$ cat src/rtl/stage_if_pkg.sv
// rtl/stage_if_pkg.sv - shared CPU constants and types for the fetch stage
//
// Purpose: default reset PC and NOP encoding, IF state encoding, redirect
// target select codes and small helpers used by stage_if and if_id_reg.
// Ports: none (package).
package stage_if_pkg;

  localparam logic [31:0] RESET_PC_DEF = 32'h0000_0000;
  localparam logic [31:0] NOP_INST_DEF = 32'h0000_0000;

  typedef enum logic {
    S_FETCH = 1'b0,
    S_HOLD  = 1'b1
  } if_state_t;

  // Which source supplies the redirect target this cycle.
  typedef enum logic [1:0] {
    RSEL_NONE   = 2'd0,
    RSEL_JUMP   = 2'd1,
    RSEL_BRANCH = 2'd2,
    RSEL_PEND   = 2'd3
  } redir_sel_t;

  function automatic logic [31:0] pc_plus4(input logic [31:0] pc);
    return pc + 32'd4;
  endfunction

  // A taken branch comes from the older instruction (EX), so it beats a
  // jump from ID; a live request beats a remembered one.
  function automatic redir_sel_t redir_select(input logic br_taken,
                                              input logic jump,
                                              input logic pend_v);
    if (br_taken)    return RSEL_BRANCH;
    else if (jump)   return RSEL_JUMP;
    else if (pend_v) return RSEL_PEND;
    else             return RSEL_NONE;
  endfunction

endpackage

$ cat src/rtl/stage_if_if.sv
// rtl/stage_if_if.sv - instruction memory request/ready bus
//
// Purpose: groups the fetch-side instruction memory handshake.
// Signals:
//   imem_req   - request valid (driven by the fetch stage)
//   imem_addr  - fetch address, stable while req=1 and ready=0
//   imem_ready - memory completes the request this cycle
//   imem_rdata - instruction word, valid when req and ready are both high
// Modports: master (fetch stage), slave (memory).
interface stage_if_if;

  logic        imem_req;
  logic [31:0] imem_addr;
  logic        imem_ready;
  logic [31:0] imem_rdata;

  modport master (
    output imem_req,
    output imem_addr,
    input  imem_ready,
    input  imem_rdata
  );

  modport slave (
    input  imem_req,
    input  imem_addr,
    output imem_ready,
    output imem_rdata
  );

endinterface

$ cat src/rtl/stage_if_if_id_reg.sv
// rtl/stage_if_if_id_reg.sv - IF/ID pipeline register
//
// Purpose: pipeline register with reset > flush > stall > load > bubble
// priority. Flush turns the slot into a bubble but keeps the PC fields.
// Ports:
//   clk, rst            - clock, synchronous active-high reset
//   flush, stall, load  - update controls
//   pc_in, pc4_in, inst_in - fields captured on load
//   pc_out, pc4_out, inst_out, valid_out - registered fields
module if_id_reg
  import stage_if_pkg::*;
#(
  parameter logic [31:0] NOP_INST = NOP_INST_DEF
) (
  input  logic        clk,
  input  logic        rst,
  input  logic        flush,
  input  logic        stall,
  input  logic        load,
  input  logic [31:0] pc_in,
  input  logic [31:0] pc4_in,
  input  logic [31:0] inst_in,
  output logic [31:0] pc_out,
  output logic [31:0] pc4_out,
  output logic [31:0] inst_out,
  output logic        valid_out
);

  always_ff @(posedge clk) begin
    if (rst) begin
      pc_out    <= 32'd0;
      pc4_out   <= 32'd0;
      inst_out  <= NOP_INST;
      valid_out <= 1'b0;
    end else if (flush) begin
      inst_out  <= NOP_INST;
      valid_out <= 1'b0;
    end else if (stall) begin
      pc_out    <= pc_out;
      pc4_out   <= pc4_out;
      inst_out  <= inst_out;
      valid_out <= valid_out;
    end else if (load) begin
      pc_out    <= pc_in;
      pc4_out   <= pc4_in;
      inst_out  <= inst_in;
      valid_out <= 1'b1;
    end else begin
      inst_out  <= NOP_INST;
      valid_out <= 1'b0;
    end
  end

endmodule

$ cat src/rtl/stage_if.sv
// rtl/stage_if.sv - instruction fetch stage
//
// Purpose: holds the PC, fetches over a req/ready handshake, parks a word
// completed during a stall, remembers redirects that arrive while a request
// is outstanding, and loads the IF/ID register.
// Ports:
//   Clk, Reset          - clock, synchronous active-high reset
//   Stall, Flush        - hazard hold / squash of IF/ID
//   Jump, Jtarg         - jump redirect from ID
//   Br_Taken, Btarg     - taken-branch redirect from EX
//   imem                - instruction memory bus (master side)
//   IFout_PC, IFout_PC4, IFout_Inst, IFout_Valid - IF/ID outputs
module stage_if
  import stage_if_pkg::*;
#(
  parameter logic [31:0] RESET_PC = RESET_PC_DEF,
  parameter logic [31:0] NOP_INST = NOP_INST_DEF
) (
  input  logic             Clk,
  input  logic             Reset,
  input  logic             Stall,
  input  logic             Flush,
  input  logic             Jump,
  input  logic [31:0]      Jtarg,
  input  logic             Br_Taken,
  input  logic [31:0]      Btarg,
  stage_if_if.master       imem,
  output logic [31:0]      IFout_PC,
  output logic [31:0]      IFout_PC4,
  output logic [31:0]      IFout_Inst,
  output logic             IFout_Valid
);

  if_state_t   state, state_nxt;
  logic [31:0] pc, pc_nxt;
  logic [31:0] pc4;
  logic        pend_v, pend_v_nxt;
  logic [31:0] pend_tgt, pend_tgt_nxt;
  logic [31:0] hold_buf, hold_buf_nxt;
  logic        done, redir, eff_redir, load;
  logic [31:0] eff_tgt, load_inst;
  redir_sel_t  rsel;

  // Request drops during reset so an outstanding access is simply abandoned.
  assign imem.imem_req  = (state == S_FETCH) && !Reset;
  assign imem.imem_addr = pc;

  assign done      = imem.imem_req & imem.imem_ready;
  assign redir     = Br_Taken | Jump;
  assign eff_redir = redir | pend_v;
  assign pc4       = pc_plus4(pc);
  assign rsel      = redir_select(Br_Taken, Jump, pend_v);

  always_comb begin
    eff_tgt = pc;
    case (rsel)
      RSEL_BRANCH: eff_tgt = Btarg;
      RSEL_JUMP:   eff_tgt = Jtarg;
      RSEL_PEND:   eff_tgt = pend_tgt;
      default:     eff_tgt = pc;
    endcase
  end

  always_comb begin
    state_nxt    = state;
    pc_nxt       = pc;
    pend_v_nxt   = pend_v;
    pend_tgt_nxt = pend_tgt;
    hold_buf_nxt = hold_buf;
    load         = 1'b0;
    load_inst    = imem.imem_rdata;
    case (state)
      S_FETCH: begin
        if (done) begin
          if (eff_redir) begin
            // Word belongs to the wrong path; go straight to the target.
            pc_nxt     = eff_tgt;
            pend_v_nxt = 1'b0;
          end else if (Flush) begin
            // Word is squashed; PC stays so the same address is refetched.
            pc_nxt = pc;
          end else if (!Stall) begin
            load   = 1'b1;
            pc_nxt = pc4;
          end else begin
            // Memory cannot be asked to repeat, so park the word.
            hold_buf_nxt = imem.imem_rdata;
            state_nxt    = S_HOLD;
          end
        end else if (redir) begin
          // Address must stay stable until ready; remember the target.
          pend_v_nxt   = 1'b1;
          pend_tgt_nxt = eff_tgt;
        end
      end
      S_HOLD: begin
        load_inst = hold_buf;
        if (eff_redir) begin
          pc_nxt     = eff_tgt;
          pend_v_nxt = 1'b0;
          state_nxt  = S_FETCH;
        end else if (Flush) begin
          state_nxt = S_FETCH;
        end else if (!Stall) begin
          load      = 1'b1;
          pc_nxt    = pc4;
          state_nxt = S_FETCH;
        end
      end
      default: state_nxt = S_FETCH;
    endcase
  end

  always_ff @(posedge Clk) begin
    if (Reset) begin
      state    <= S_FETCH;
      pc       <= RESET_PC;
      pend_v   <= 1'b0;
      pend_tgt <= RESET_PC;
      hold_buf <= NOP_INST;
    end else begin
      state    <= state_nxt;
      pc       <= pc_nxt;
      pend_v   <= pend_v_nxt;
      pend_tgt <= pend_tgt_nxt;
      hold_buf <= hold_buf_nxt;
    end
  end

  if_id_reg #(
    .NOP_INST (NOP_INST)
  ) u_if_id (
    .clk       (Clk),
    .rst       (Reset),
    .flush     (Flush),
    .stall     (Stall),
    .load      (load),
    .pc_in     (pc),
    .pc4_in    (pc4),
    .inst_in   (load_inst),
    .pc_out    (IFout_PC),
    .pc4_out   (IFout_PC4),
    .inst_out  (IFout_Inst),
    .valid_out (IFout_Valid)
  );

endmodule

$ cat src/flat_wrapper.sv
// flat-port wrapper written by rule: the top's interface ports become plain ports
module stage_if_flat import stage_if_pkg::*;
#(
  parameter logic [31:0] RESET_PC = RESET_PC_DEF,
  parameter logic [31:0] NOP_INST = NOP_INST_DEF
)
  (Clk, Reset, Stall, Flush, Jump, Jtarg, Br_Taken, Btarg, IFout_PC, IFout_PC4, IFout_Inst, IFout_Valid, imem_imem_req, imem_imem_addr, imem_imem_ready, imem_imem_rdata);
  stage_if_if imem_i ();
  input  logic Clk;
  input  logic Reset;
  input  logic Stall;
  input  logic Flush;
  input  logic Jump;
  input  logic [31:0] Jtarg;
  input  logic Br_Taken;
  input  logic [31:0] Btarg;
  output logic [31:0] IFout_PC;
  output logic [31:0] IFout_PC4;
  output logic [31:0] IFout_Inst;
  output logic IFout_Valid;
  output wire logic [$bits(imem_i.imem_req)-1:0] imem_imem_req;
  output wire logic [$bits(imem_i.imem_addr)-1:0] imem_imem_addr;
  input wire logic [$bits(imem_i.imem_ready)-1:0] imem_imem_ready;
  input wire logic [$bits(imem_i.imem_rdata)-1:0] imem_imem_rdata;
  assign imem_imem_req = imem_i.imem_req;
  assign imem_imem_addr = imem_i.imem_addr;
  assign imem_i.imem_ready = imem_imem_ready;
  assign imem_i.imem_rdata = imem_imem_rdata;
  stage_if #(.RESET_PC(RESET_PC), .NOP_INST(NOP_INST)) u_core (.Clk(Clk), .Reset(Reset), .Stall(Stall), .Flush(Flush), .Jump(Jump), .Jtarg(Jtarg), .Br_Taken(Br_Taken), .Btarg(Btarg), .imem(imem_i), .IFout_PC(IFout_PC), .IFout_PC4(IFout_PC4), .IFout_Inst(IFout_Inst), .IFout_Valid(IFout_Valid));
endmodule
$ cat config.mk
export PLATFORM = sky130hd
export DESIGN_NAME = stage_if_flat
export DESIGN_NICKNAME = d
export VERILOG_FILES = /design/src/rtl/stage_if_pkg.sv /design/src/rtl/stage_if_if.sv /design/src/rtl/stage_if_if_id_reg.sv /design/src/rtl/stage_if.sv /design/src/flat_wrapper.sv
export SDC_FILE = /design/constraint.sdc
export NUM_CORES = 1
export LEC_CHECK = 0
export CORE_MARGIN = 1.5
export CORE_UTILIZATION = 40
export CTS_CLUSTER_SIZE = 40
export DETAILED_ROUTE_END_ITERATION = 16
export HOLD_SLACK_MARGIN = 0.1
export PLACE_DENSITY = 0.7
export SYNTH_ARGS = -nofsm -noshare
export SYNTH_HDL_FRONTEND = slang
export SYNTH_SLANG_ARGS = --single-unit
$ cat constraint.sdc
create_clock -name Clk -period 2 [get_ports Clk]
set_clock_uncertainty 0.15 [all_clocks]
set_input_delay 0.2 -clock Clk [delete_from_list [all_inputs] [get_ports Clk]]
set_output_delay 0.2 -clock Clk [all_outputs]
set_load 0.1 [all_outputs]
; Word level (Yosys, flattened, before mapping)
; Index checks and enable logic that the tools add are counted.
[classes]
n_eq_ne = 5
bitwise = 8
addsub = 1
reduce_logical = 6
mux = 26
[ops]
columns = op, count
row1 = $mux W32, 6
row2 = $pmux W32 S3, 1
row3 = $pmux W32 S2, 1
row4 = $add A32 B3 Y32 const B, 1
row5 = $mux W1, 12
row6 = $mux W2, 3
row7 = $pmux W1 S2, 3
row8 = $reduce_and A3 Y1, 2
row9 = $not A1 Y1, 5
row10 = $reduce_and A5 Y1, 1
row11 = $eq A2 B2 Y1 const B, 2
row12 = $ne A3 B1 Y1 const B, 1
row13 = $eq A2 B1 Y1 const B, 1
row14 = $ne A2 B1 Y1 const B, 1
row15 = $or A1 B1 Y1, 2
row16 = $reduce_or A2 Y1, 1
row17 = $and A1 B1 Y1, 1
row18 = $logic_and A1 B1 Y1, 1
row19 = $logic_not A1 Y1, 1
[totals]
ff_bits = 195
word_cells = 55

; Depth between registers and ports, before layout
[depth]
ltp_word = 8
ltp_mapped = 8
mapped_depth_nobuf = 6

; Modules after synthesis
; From an unflattened synthesis, not the netlist that was laid out.
[hier_totals]
hier_cells = 1201
area_unflattened_um2 = 10030.9
[modules_own_cells]
columns = module, cells_each, seq_area_each_um2, instances, area_each_um2
row1 = stage_if, 776, 1961.9, 1, 5818.1
row2 = if_id_reg, 425, 1941.9, 1, 4212.8

; Worst setup path after synthesis
; OpenSTA, ideal clock, no wires.
[synth_path]
kind = register to register
start = reg u_core.pc[5], in the netlist u_core.imem.imem_addr[5]
end = reg u_core.pc[14], in the netlist u_core.imem.imem_addr[14]
n_path_buf = 1
t_arrival_ns = 2.733
stages_incl_launch_ff = 6
path_slack_ns = -1.005
cell_sequence = dfxtp_1 > buf_2 > nand4_4 > or4_4 > or3_4 > a311o_2
[synth_between]
elab_chain_cells = 6
[synth_lines]
columns = item, line
row1 = start: declaration, stage_if.sv:35  ; logic [31:0] pc, pc_nxt;
row2 = start signal: assignment, stage_if.sv:123  ; pc <= pc_nxt;
row3 = $add A32 B3 Y32 *, stage_if_pkg.sv:25  ; return pc + 32'd4;
row4 = $mux W32 *, "stage_if.sv:82, stage_if.sv:104"
row5 = $mux W32 *, "stage_if.sv:79, stage_if.sv:102"
row6 = $mux W32 *, "stage_if.sv:75, stage_if.sv:98"
row7 = $mux W32, stage_if.sv:74  ; if (done) begin
row8 = $pmux W32 S2 *, stage_if.sv:72  ; case (state)
; Every way passes the cells marked *; elsewhere a longest branch is shown, timed or not. The select of a mux whose other input is x is not followed.
; A chain may end at the register's enable or synchronous reset.

; Worst setup path after layout
; Ends and elaborated chain as after synthesis.

==> out/qor.txt <==
Depth of the most critical reg-to-reg path: 4
RSZ-0062 raised after global routing: yes
Setup Crit Path Kind: reg -> reg
Area Growth Syn to Fin: 44.6%
DIE AREA: 23,100 sq um
Via-per-instance ratio: 5.30
CTS root buffer: clkbuf_16
Core area: 21,800 sq um
Antenna Diode Count: 0
Failing checks: setup timing
FILL cells: 1,953
Levels on crit path: 4
Clock slew seen by the registers of the worst setup and hold paths: 80 ps
Slowest CP cell: or4_4
LEAKAGE: 4.97 nW
Hold Vio Cnt, Final: 0
Distinct cells, synth: 54
Vias in the first global route: 8,303
Cell count after placement: 1,660
Tcrit/Tclk final: 101%
Top cell type's share of synthesized area: 43.5%
Setup_tns: -27.7 ps
Initial antenna violation count: 0
Number of port buffers: 232
Clock latency at the later pin of the worst-skew pair: 440 ps
CP delay by family, top: simple AND/OR/NAND/NOR gates
Initial Utilization: 40.7%
Total Routing Usage GR: 23.9%
Fmax: 0.493 GHz
I/O pin cnt: 233
Post-synthesis cell type with the largest combined area: dfxtp_1
Yosys reg bits: 193
Main synth FF type: dfxtp_1
HP Class: in -> reg
Multi-input gate area: 4750 sq um
Max incr delay on CP: 510 ps
CP Launch Type: flop
TritonCTS clock tree: yes
Pre-Repair DR Iteration Count: 5
Status: finished, violations left
Num CTS Buffers: 17
Final min period: 2030 ps
Clock sink count: 193
Antenna-violating nets left: 0
Slew HR: 52.7%
Worst vdd ir: 0.492 mV
Setup ws final: -27.7 ps
Sequential area share after synthesis: 43.5%
Final Max Tran Viols: 0
PwrDens: 689 nW/um^2
Leading cell types by count after synthesis: nand2_1 (195), dfxtp_1 (193), a21oi_1 (163)
First-pass GRT wire length: 44,500 um
Worst Path Arrival: 2200 ps
Wire per inst: 16.4 um
Nets: 1,516
Hold path depth: 3
Yosys Warn Count: 0
H-Tree Depth: 4
Post-synth EDFFs: 0
# rows: 54
Routed WL: 28,000 um
DP Wirelength: 20,000 um
Die height: 152 um
Mapped Area: 8890 sq um
Max-cap violations: 0
Horiz. Die Dim: 152 um
GPL Wtd Cong: 0.843
Synth top area cells: dfxtp_1 (43%), a21oi_1 (9.2%), nand2_1 (8.2%), nor2_1 (6.0%), mux2i_1 (4.4%)
Post-Syn Instances: 1,139
Non-Filler Instances: 1,705
CP endpoint kind: flop
Via count: 9,040
Worst EP required: 2170 ps
Clock buffer depth: 2
Crit-path cells: nand4_4 -> or4_4 -> or3_4 -> a311o_2
Fraction of layout cells with a size suffix above 1: 24.4%
Syn Area/Cell: 7.80 sq um
Crit path buffers/inverters: 0
Initial DRC Count: 751
Worst Max-Slew Pin Slew: 702 ps
Syn_nets: 1,243
Max FO, Critical Path: 4
# setup viols final: 1
GR Overflow Total: 0
# DRC: 0
Largest net degree at the start of global routing: 107
Count leader, synth: nand2_1
Async set-reset flop share out of synthesis: 0%
Post-CTS Hold Buffers: 1
FF/Latch Area: 3960 sq um
Post-layout util: 58.9%
-- layout by cell type, fill, tap and decap left out, types with 5 or more instances in the layout --
cell type,count
o21ai_0,33
nor4_1,5
clkbuf_16,17
xnor2_1,16
and3b_1,24
nand2_1,194
o31ai_1,12
nand2b_1,14
dfxtp_1,164
a21oi_1,163
a211oi_1,28
buf_12,19
buf_4,229
a21o_1,5
xor2_1,11
dfxtp_2,7
nand4_1,10
nor2_1,141
inv_1,10
nor2b_1,6
a31oi_1,9
clkdlybuf4s50_1,100
or3_1,6
dfxtp_4,22
inv_8,6
nand3_1,19
and2_1,12
mux2i_1,38
o32ai_1,8
nor3_1,13
-- layer usage --
layer  wire (um)  share of wire, %  GRT usage (%)  up-vias
met1       13000                47           34.5     4183
met5           0                 0              0        -
met2       12600                45           35.9      352
met4         653               2.3           8.00        0
met3        1760               6.3           3.88       41
li1            -                 -              -     4464
-- what timing repair did --
action | 4_1_cts | 5_1_grt
pin swaps | 3 | 6
setup buffers | 2 | 10
endpoints found under the setup margin | 4 | 34
gates resized for setup | 1 | 18
endpoints found under the hold margin | 26 | 1
-- path summary, 6_finish.rpt --
check / startpoint / to / slack, ps
worst max register to register: u_core.imem.imem_addr[5] / u_core.imem.imem_addr[14] / -30
worst max-delay path: u_core.imem.imem_addr[5] / u_core.imem.imem_addr[14] / -30
worst min register to register: u_core.u_if_id.pc_out[21] / u_core.u_if_id.pc_out[21] / 310
worst min-delay path: Br_Taken / u_core.state / 50
-- registers in the layout (all words and copies together) (netlist names) --
signal and flops:
u_core.u_if_id.valid_out 1, u_core.state 1, u_core.pend_v 1, u_core.imem.imem_addr 32, u_core.u_if_id.pc_out 30, u_core.u_if_id.pc4_out 32
u_core.u_if_id.inst_out 32, u_core.pend_tgt 32, u_core.hold_buf 32
-- power breakdown --
part           switching [mW]  internal [mW]  total, mW
clock network            1.71           1.69       3.39
logic                   0.885          0.574       1.46
registers              0.0766           3.93       4.00
-- tightest hold or removal path: cells and delay by family --
kind	cells	cell delay, ps
buffers and inverters	1	130
AND/OR/NAND/NOR	2	260
-- stage by stage --
step	area [sq um]	total power, mW	hold slack (ps)	setup WS (ps)
2_1_floorplan	9070	4.90	127	-358
3_3_place_gp	12100	5.50	288	-316
3_5_place_dp	12100	5.52	296	-317
4_1_cts	12700	8.89	158	-46.4
5_1_grt	12800	9.19	65.2	-66.0
6_report	12800	8.85	46.3	-27.7
-- final cells by class --
class	instances	area share (%)
multi-input combinational	836	37.0
sequential	193	30.8
timing repair buffer	353	24.6
clock buffer	17	3.31
tap	280	2.73
clock inverter	15	1.23
inverter	11	0.341
-- cells by family (layout without fill, tap and decap cells) --
group | count (synthesis) | after routing | synth area share, %
flops | 193 | 193 | 43.5
mux | 39 | 39 | 4.39
compound gates | 286 | 286 | 18.8
buf+inv | 110 | 396 | 4.90
xor+xnor | 27 | 27 | 2.66
fa+ha+maj | 1 | 1 | 0.141
simple gates | 483 | 483 | 25.6
No activity file was read; power rests on OpenSTA's default activity.
